==> config.mk <==
export PLATFORM = sky130hd
export DESIGN_NAME = mix_cic_dec_flat
export DESIGN_NICKNAME = d
export VERILOG_FILES = /design/src/rtl/mix_pkg.sv /design/src/rtl/mix_cic_dec_if.sv /design/src/rtl/mix_cic_ch.sv /design/src/rtl/mix_cic_dec.sv /design/src/flat_wrapper.sv
export SDC_FILE = /design/constraint.sdc
export NUM_CORES = 2
export LEC_CHECK = 0
export ABC_AREA = 1
export BUFFER_PORTS_ARGS = -buffer_cell sky130_fd_sc_hd__buf_2
export CAP_MARGIN = 25
export CORE_AREA = 2 2 466 468
export CTS_CLUSTER_SIZE = 8
export DETAILED_ROUTE_END_ITERATION = 12
export DIE_AREA = 0 0 468 470
export GPL_TIMING_DRIVEN = 0
export SETUP_SLACK_MARGIN = 0.3
export SKIP_LAST_GASP = 1
export SLEW_MARGIN = 20
export SYNTH_ARGS = -nofsm -noshare
export SYNTH_HDL_FRONTEND = slang
export SYNTH_HIERARCHICAL = 1
export SYNTH_SLANG_ARGS = --single-unit
==> constraint.sdc <==
create_clock -name CLK -period 2.55 [get_ports CLK]
set_input_delay 0.6375 -clock CLK [delete_from_list [all_inputs] [get_ports CLK]]
set_output_delay 0.6375 -clock CLK [all_outputs]
set_load 0.005 [all_outputs]
==> src/rtl/mix_pkg.sv <==
// Shared mixer/CIC constants and the signed sample type used across the mixer path.
package mix_pkg;

  localparam int SAMPLE_W  = 16;
  localparam int CIC_N     = 3;
  localparam int CIC_RLOG2 = 4;
  localparam int CIC_GW    = SAMPLE_W + CIC_N * CIC_RLOG2;

  typedef logic signed [SAMPLE_W-1:0] sample_t;

endpackage

==> src/rtl/mix_cic_dec_if.sv <==
// Sample bus between the I/Q mixer, the CIC decimator and the phase/error stage.
interface mix_cic_dec_if;
  import mix_pkg::*;

  logic    IN_VALID;
  sample_t MIX1_DATI;
  sample_t MIX1_DATQ;
  sample_t MIX2_DATI;
  sample_t MIX2_DATQ;
  sample_t BB1_DATI;
  sample_t BB1_DATQ;
  sample_t BB2_DATI;
  sample_t BB2_DATQ;
  logic    OUT_VALID;

  modport master (
    output IN_VALID, MIX1_DATI, MIX1_DATQ, MIX2_DATI, MIX2_DATQ,
    input  BB1_DATI, BB1_DATQ, BB2_DATI, BB2_DATQ, OUT_VALID
  );

  modport slave (
    input  IN_VALID, MIX1_DATI, MIX1_DATQ, MIX2_DATI, MIX2_DATQ,
    output BB1_DATI, BB1_DATQ, BB2_DATI, BB2_DATQ, OUT_VALID
  );

endinterface

==> src/rtl/mix_cic_ch.sv <==
// One CIC channel: three wrapping integrators at input rate, three combs at the
// decimated rate, then round-half-up rescale by R^3 with a saturation guard.
module mix_cic_ch
  import mix_pkg::*;
#(
  parameter int DW    = SAMPLE_W,
  parameter int RLOG2 = CIC_RLOG2
) (
  input  logic                 clk,
  input  logic                 rst_n,
  input  logic                 clr,
  input  logic                 in_valid,
  input  logic signed [DW-1:0] x,
  input  logic [3:0]           en,
  output logic signed [DW-1:0] y
);

  localparam int SH = CIC_N * RLOG2;
  localparam int GW = DW + SH;
  localparam logic signed [GW:0] HALF = (GW+1)'(1) <<< (SH-1);
  localparam logic signed [GW:0] MAXV = (GW+1)'(2**(DW-1) - 1);
  localparam logic signed [GW:0] MINV = -MAXV - (GW+1)'(1);

  logic [GW-1:0] i1, i2, i3;
  logic [GW-1:0] c1, c2, c3;
  logic [GW-1:0] d1, d2, d3;
  logic signed [GW:0] rnd, shr;
  logic signed [DW-1:0] y_n;

  always_comb begin
    rnd = {c3[GW-1], c3} + HALF;
    shr = rnd >>> SH;
    y_n = shr[DW-1:0];
    if (shr > MAXV)      y_n = MAXV[DW-1:0];
    else if (shr < MINV) y_n = MINV[DW-1:0];
  end

  always_ff @(posedge clk or negedge rst_n) begin
    if (!rst_n) begin
      i1 <= '0; i2 <= '0; i3 <= '0;
      c1 <= '0; c2 <= '0; c3 <= '0;
      d1 <= '0; d2 <= '0; d3 <= '0;
      y  <= '0;
    end else if (clr) begin
      i1 <= '0; i2 <= '0; i3 <= '0;
      c1 <= '0; c2 <= '0; c3 <= '0;
      d1 <= '0; d2 <= '0; d3 <= '0;
      y  <= '0;
    end else begin
      if (in_valid) begin
        i1 <= i1 + {{SH{x[DW-1]}}, x};
        i2 <= i2 + i1;
        i3 <= i3 + i2;
      end
      // each comb fires once per output, one cycle after the previous one
      if (en[0]) begin c1 <= i3 - d1; d1 <= i3; end
      if (en[1]) begin c2 <= c1 - d2; d2 <= c1; end
      if (en[2]) begin c3 <= c2 - d3; d3 <= c2; end
      if (en[3]) y <= y_n;
    end
  end

endmodule

==> src/rtl/mix_cic_dec.sv <==
// Four-channel CIC decimator: shared decimation counter, strobe/comb-enable
// shift register and OUT_VALID; four identical mix_cic_ch datapaths.
module mix_cic_dec
  import mix_pkg::*;
#(
  parameter int DW    = SAMPLE_W,
  parameter int RLOG2 = CIC_RLOG2
) (
  input  logic                CLK,
  input  logic                RST_N,
  input  logic                CLR,
  mix_cic_dec_if.slave        bus
);

  logic [RLOG2-1:0] cnt;
  logic [3:0]       stb_sr;
  logic             out_valid;

  always_ff @(posedge CLK or negedge RST_N) begin
    if (!RST_N) begin
      cnt       <= '0;
      stb_sr    <= '0;
      out_valid <= 1'b0;
    end else if (CLR) begin
      cnt       <= '0;
      stb_sr    <= '0;
      out_valid <= 1'b0;
    end else begin
      if (bus.IN_VALID) cnt <= cnt + 1'b1;
      // bit 0 is the strobe S; bits 1..3 walk it through combs 2, 3 and the output
      stb_sr    <= {stb_sr[2:0], bus.IN_VALID && (cnt == '1)};
      out_valid <= stb_sr[3];
    end
  end

  assign bus.OUT_VALID = out_valid;

  mix_cic_ch #(.DW(DW), .RLOG2(RLOG2)) u_ch0 (
    .clk(CLK), .rst_n(RST_N), .clr(CLR), .in_valid(bus.IN_VALID),
    .x(bus.MIX1_DATI), .en(stb_sr), .y(bus.BB1_DATI)
  );

  mix_cic_ch #(.DW(DW), .RLOG2(RLOG2)) u_ch1 (
    .clk(CLK), .rst_n(RST_N), .clr(CLR), .in_valid(bus.IN_VALID),
    .x(bus.MIX1_DATQ), .en(stb_sr), .y(bus.BB1_DATQ)
  );

  mix_cic_ch #(.DW(DW), .RLOG2(RLOG2)) u_ch2 (
    .clk(CLK), .rst_n(RST_N), .clr(CLR), .in_valid(bus.IN_VALID),
    .x(bus.MIX2_DATI), .en(stb_sr), .y(bus.BB2_DATI)
  );

  mix_cic_ch #(.DW(DW), .RLOG2(RLOG2)) u_ch3 (
    .clk(CLK), .rst_n(RST_N), .clr(CLR), .in_valid(bus.IN_VALID),
    .x(bus.MIX2_DATQ), .en(stb_sr), .y(bus.BB2_DATQ)
  );

endmodule

==> src/flat_wrapper.sv <==
// flat-port wrapper written by rule: the top's interface ports become plain ports
module mix_cic_dec_flat import mix_pkg::*;
#(
  parameter int DW    = SAMPLE_W,
  parameter int RLOG2 = CIC_RLOG2
)
  (CLK, RST_N, CLR, bus_IN_VALID, bus_MIX1_DATI, bus_MIX1_DATQ, bus_MIX2_DATI, bus_MIX2_DATQ, bus_BB1_DATI, bus_BB1_DATQ, bus_BB2_DATI, bus_BB2_DATQ, bus_OUT_VALID);
  mix_cic_dec_if bus_i ();
  input  logic CLK;
  input  logic RST_N;
  input  logic CLR;
  input wire logic [$bits(bus_i.IN_VALID)-1:0] bus_IN_VALID;
  input wire logic [$bits(bus_i.MIX1_DATI)-1:0] bus_MIX1_DATI;
  input wire logic [$bits(bus_i.MIX1_DATQ)-1:0] bus_MIX1_DATQ;
  input wire logic [$bits(bus_i.MIX2_DATI)-1:0] bus_MIX2_DATI;
  input wire logic [$bits(bus_i.MIX2_DATQ)-1:0] bus_MIX2_DATQ;
  output wire logic [$bits(bus_i.BB1_DATI)-1:0] bus_BB1_DATI;
  output wire logic [$bits(bus_i.BB1_DATQ)-1:0] bus_BB1_DATQ;
  output wire logic [$bits(bus_i.BB2_DATI)-1:0] bus_BB2_DATI;
  output wire logic [$bits(bus_i.BB2_DATQ)-1:0] bus_BB2_DATQ;
  output wire logic [$bits(bus_i.OUT_VALID)-1:0] bus_OUT_VALID;
  assign bus_i.IN_VALID = bus_IN_VALID;
  assign bus_i.MIX1_DATI = bus_MIX1_DATI;
  assign bus_i.MIX1_DATQ = bus_MIX1_DATQ;
  assign bus_i.MIX2_DATI = bus_MIX2_DATI;
  assign bus_i.MIX2_DATQ = bus_MIX2_DATQ;
  assign bus_BB1_DATI = bus_i.BB1_DATI;
  assign bus_BB1_DATQ = bus_i.BB1_DATQ;
  assign bus_BB2_DATI = bus_i.BB2_DATI;
  assign bus_BB2_DATQ = bus_i.BB2_DATQ;
  assign bus_OUT_VALID = bus_i.OUT_VALID;
  mix_cic_dec #(.DW(DW), .RLOG2(RLOG2)) u_core (.CLK(CLK), .RST_N(RST_N), .CLR(CLR), .bus(bus_i));
endmodule
==> metrics <==
PD cells 1320 nW/um^2; largest fanout on the critical path 17; total gr overflow 0; post-route ant nets 0; max capacitance violation total 0; starting density of the core roughly 40%; slowest cell delay on critical path 0.44 ns; Core ar. 216000 um^2; layout cell share with drive strength beyond 1 4.92%; Buf/Inv on CP 4; register area share after synthesis 30.3%; die extent in y 470 um; clock skew roughly 0.046 ns; Critical Path RT 3.26 ns; first-pass GRT wire length between 400000 and 500000 um; fmax 458 MHz; syn_nets 14500; worst r2r src u_core/u_ch2/c1[0]; die width 468 um; Setup WS pre-CTS -0.954 ns; CP Cell Sequence buf_4 > buf_4 > nor2_4 > nor2_4 > buf_4 > buf_2 > nand3_1 > nand2_1; vias per std cell 4.88; Final Cycle Share between 80 and 90%; Boundary Pins 133; initial antenna violation count 3; Hold WC Path Type in2reg; clock net sink count between 1000 and 1500; synthesized area 85600 um^2; CP delay by family, top buffers and inverters; Bufs on Longest Clock Path 3; worst r2r dst u_core/u_ch2/c2[24]; CP Class in2reg; static leakage approximately 0.054 uW; Crit-path slowest cell buf_4; total power 126000 uW; most frequent cells in the layout nand2_1, inv_1, dfrtp_1, nand3_1, nor2_1; Worst Setup EP u_core/u_ch2/i1[18]; RSZ-0062 raised after global routing true; Fin Setup TNS 0 ns; post-synth cell types 42; vias in the first global route 78400; Root Driver clkbuf_16; Post-route DRC 0; CTS tree done; Worst setup EP type flip-flop; fin area 95300 um^2; status completed; initial DRC count ~5200; Final WS setup 0.365 ns; placed cell areas 90100 um^2; Layout area overhead 11.3%; largest net degree at the start of global routing around 130; later-pin clock latency in the skew report roughly 0.8 ns; CTS H-tree lvls 4; Worst Path Arrival roughly 2.9 ns; First-pass DRT Iterations 7; routed wire length 250000 um; Mean Syn Cell Area around 6.2 um^2; Post-synth top flop dfrtp_1; setup slack, reg-to-reg between 0.4 and 0.5 ns; VDD IR max 0.756 mV; critical path depth 8; full die area 220000 um^2; Worst Setup SP CLR; Num CTS Buffers 155; gate count after technology mapping 13800; Startpoint Class primary input; clock-pin slew on the worst setup and hold paths 0.05 ns; Post-synth EDFFs 0; routed wire length per instance approximately 15 um; asr flop ratio synth 100%; fin crit period 2.19 ns; Placement Rows 171; flops & latches, synth approximately 1000; Hold Vio Cnt, Final 0; Post-DP HPWL 199000 um; Setup-failing EPs final 0; R2R cell count 14; Port Buffer Count 132; Slew Viols, Final 0; vias 83000; Tot GR Track Use between 20% and 30%; Final nets 14800; Slew @ Worst Pin ~0.90 ns; Final Wtd Congestion 0.918; commonest non-fill, non-tap cell in the layout nand2_1; Slew headroom 39.7%; CP most frequent cell buf_4; warnings from Yosys 6; hold path startpoint bus_MIX2_DATI[0]
==> power by group <==
part / internal (uW) / switching [uW]
Combinational: 26900 / 51900
Clock: 11600 / 7800
Sequential: 21700 / 5570
==> cells by family (layout without fill, tap and decap cells) <==
kind of cell,after synthesis,after routing,share of synthesized area (%)
buffers and inverters,2656,3019,11.9
and+or+nand+nor,7717,7717,36.5
adders and majority gates,669,669,9.95
xor gates and xnor gates,117,117,1.20
AOI/OAI and AO/OA,1587,1587,10.2
other,0,1,0
DFF,1037,1037,30.3
==> worst reg2reg max path, stage by stage, from the launching register on <==
cell	delay, ns
dfrtp_1	0.36
inv_2	0.11
ha_1	0.18
inv_2	0.06
fa_2	0.37
nand2_1	0.10
nand3_1	0.08
nand3_1	0.10
nand2_2	0.09
nand2_1	0.09
nand2_2	0.10
nand2_2	0.10
nand3_1	0.07
nand3_1	0.12
nand2_1	0.06
==> through the flow <==
stage / cells / hold WS [ns] / util [%]
finish: 17000 / 0.205 / 44.2
global route: 17000 / 0.186 / 44.2
CTS: 17000 / 0.139 / 43.9
detailed placement: 16800 / 0.463 / 41.8
global placement: 16800 / 0.461 / 41.7
floorplan: 13800 / 0.342 / -
==> area by class of cell <==
| type | instances | area [um^2] |
|---|---|---|
| antenna | 1 | 2.50 |
| buffer | 191 | 905 |
| clock buffer | 180 | 4120 |
| clock inverter | 23 | 395 |
| fill | 23300 | 120000 |
| inverter | 2465 | 9250 |
| multi-input combinational | 10100 | 50000 |
| sequential | 1037 | 26000 |
| tap | 2854 | 3570 |
| timing repair buffer | 160 | 1090 |
==> per-layer routing <==
| layer | global-route usage, % | part of all wire (%) | up-vias |
|---|---|---|---|
| met5 | 0 | 0 | - |
| met4 | 5.30 | 2.1 | 0 |
| met3 | 2.13 | 3.6 | 325 |
| met2 | 35.0 | 42 | 1448 |
| met1 | 33.5 | 52 | 37200 |
| li1 | - | - | 44000 |
==> synth_stat cells, drive strengths merged, types with 110 or more instances <==
| cell type | instances | area share, % |
|---|---|---|
| o22ai | 253 | 1.8 |
| o21ai | 575 | 3.4 |
| nand3 | 928 | 5.4 |
| nand2 | 5439 | 24 |
| inv | 2465 | 11 |
| ha | 649 | 9.5 |
| nor2 | 918 | 4.2 |
| nor3 | 162 | 0.96 |
| dfrtp | 1037 | 30 |
| a21oi | 602 | 3.5 |
| nand4 | 163 | 1.2 |
| clkbuf | 110 | 0.51 |
==> repair_timing <==
| item | CTS | global route |
|---|---|---|
| hold endpoints to repair | 101 | 0 |
| resized for setup | 29 | 153 |
| pin swaps | 1 | 14 |
| hold buffers | 1 | 0 |
| setup endpoints to repair | 309 | 414 |
| buffers inserted | 1 | 16 |
| cloned | 0 | 2 |
==> how the worst min path moves through the flow <==
stage / to / slack [ns] / cells after the start
CTS: u_core/u_ch2/i1[0] / 0.14 / 3
global route: u_core/u_ch2/i1[0] / 0.19 / 3
detailed placement: u_core/u_ch1/y[0] / 0.46 / 2
finish: u_core/u_ch2/i1[0] / 0.21 / 3
floorplan: u_core/bus.OUT_VALID / 0.34 / 0
global placement: u_core/u_ch3/y[7] / 0.46 / 2
Power figures use the tool's default switching activity.
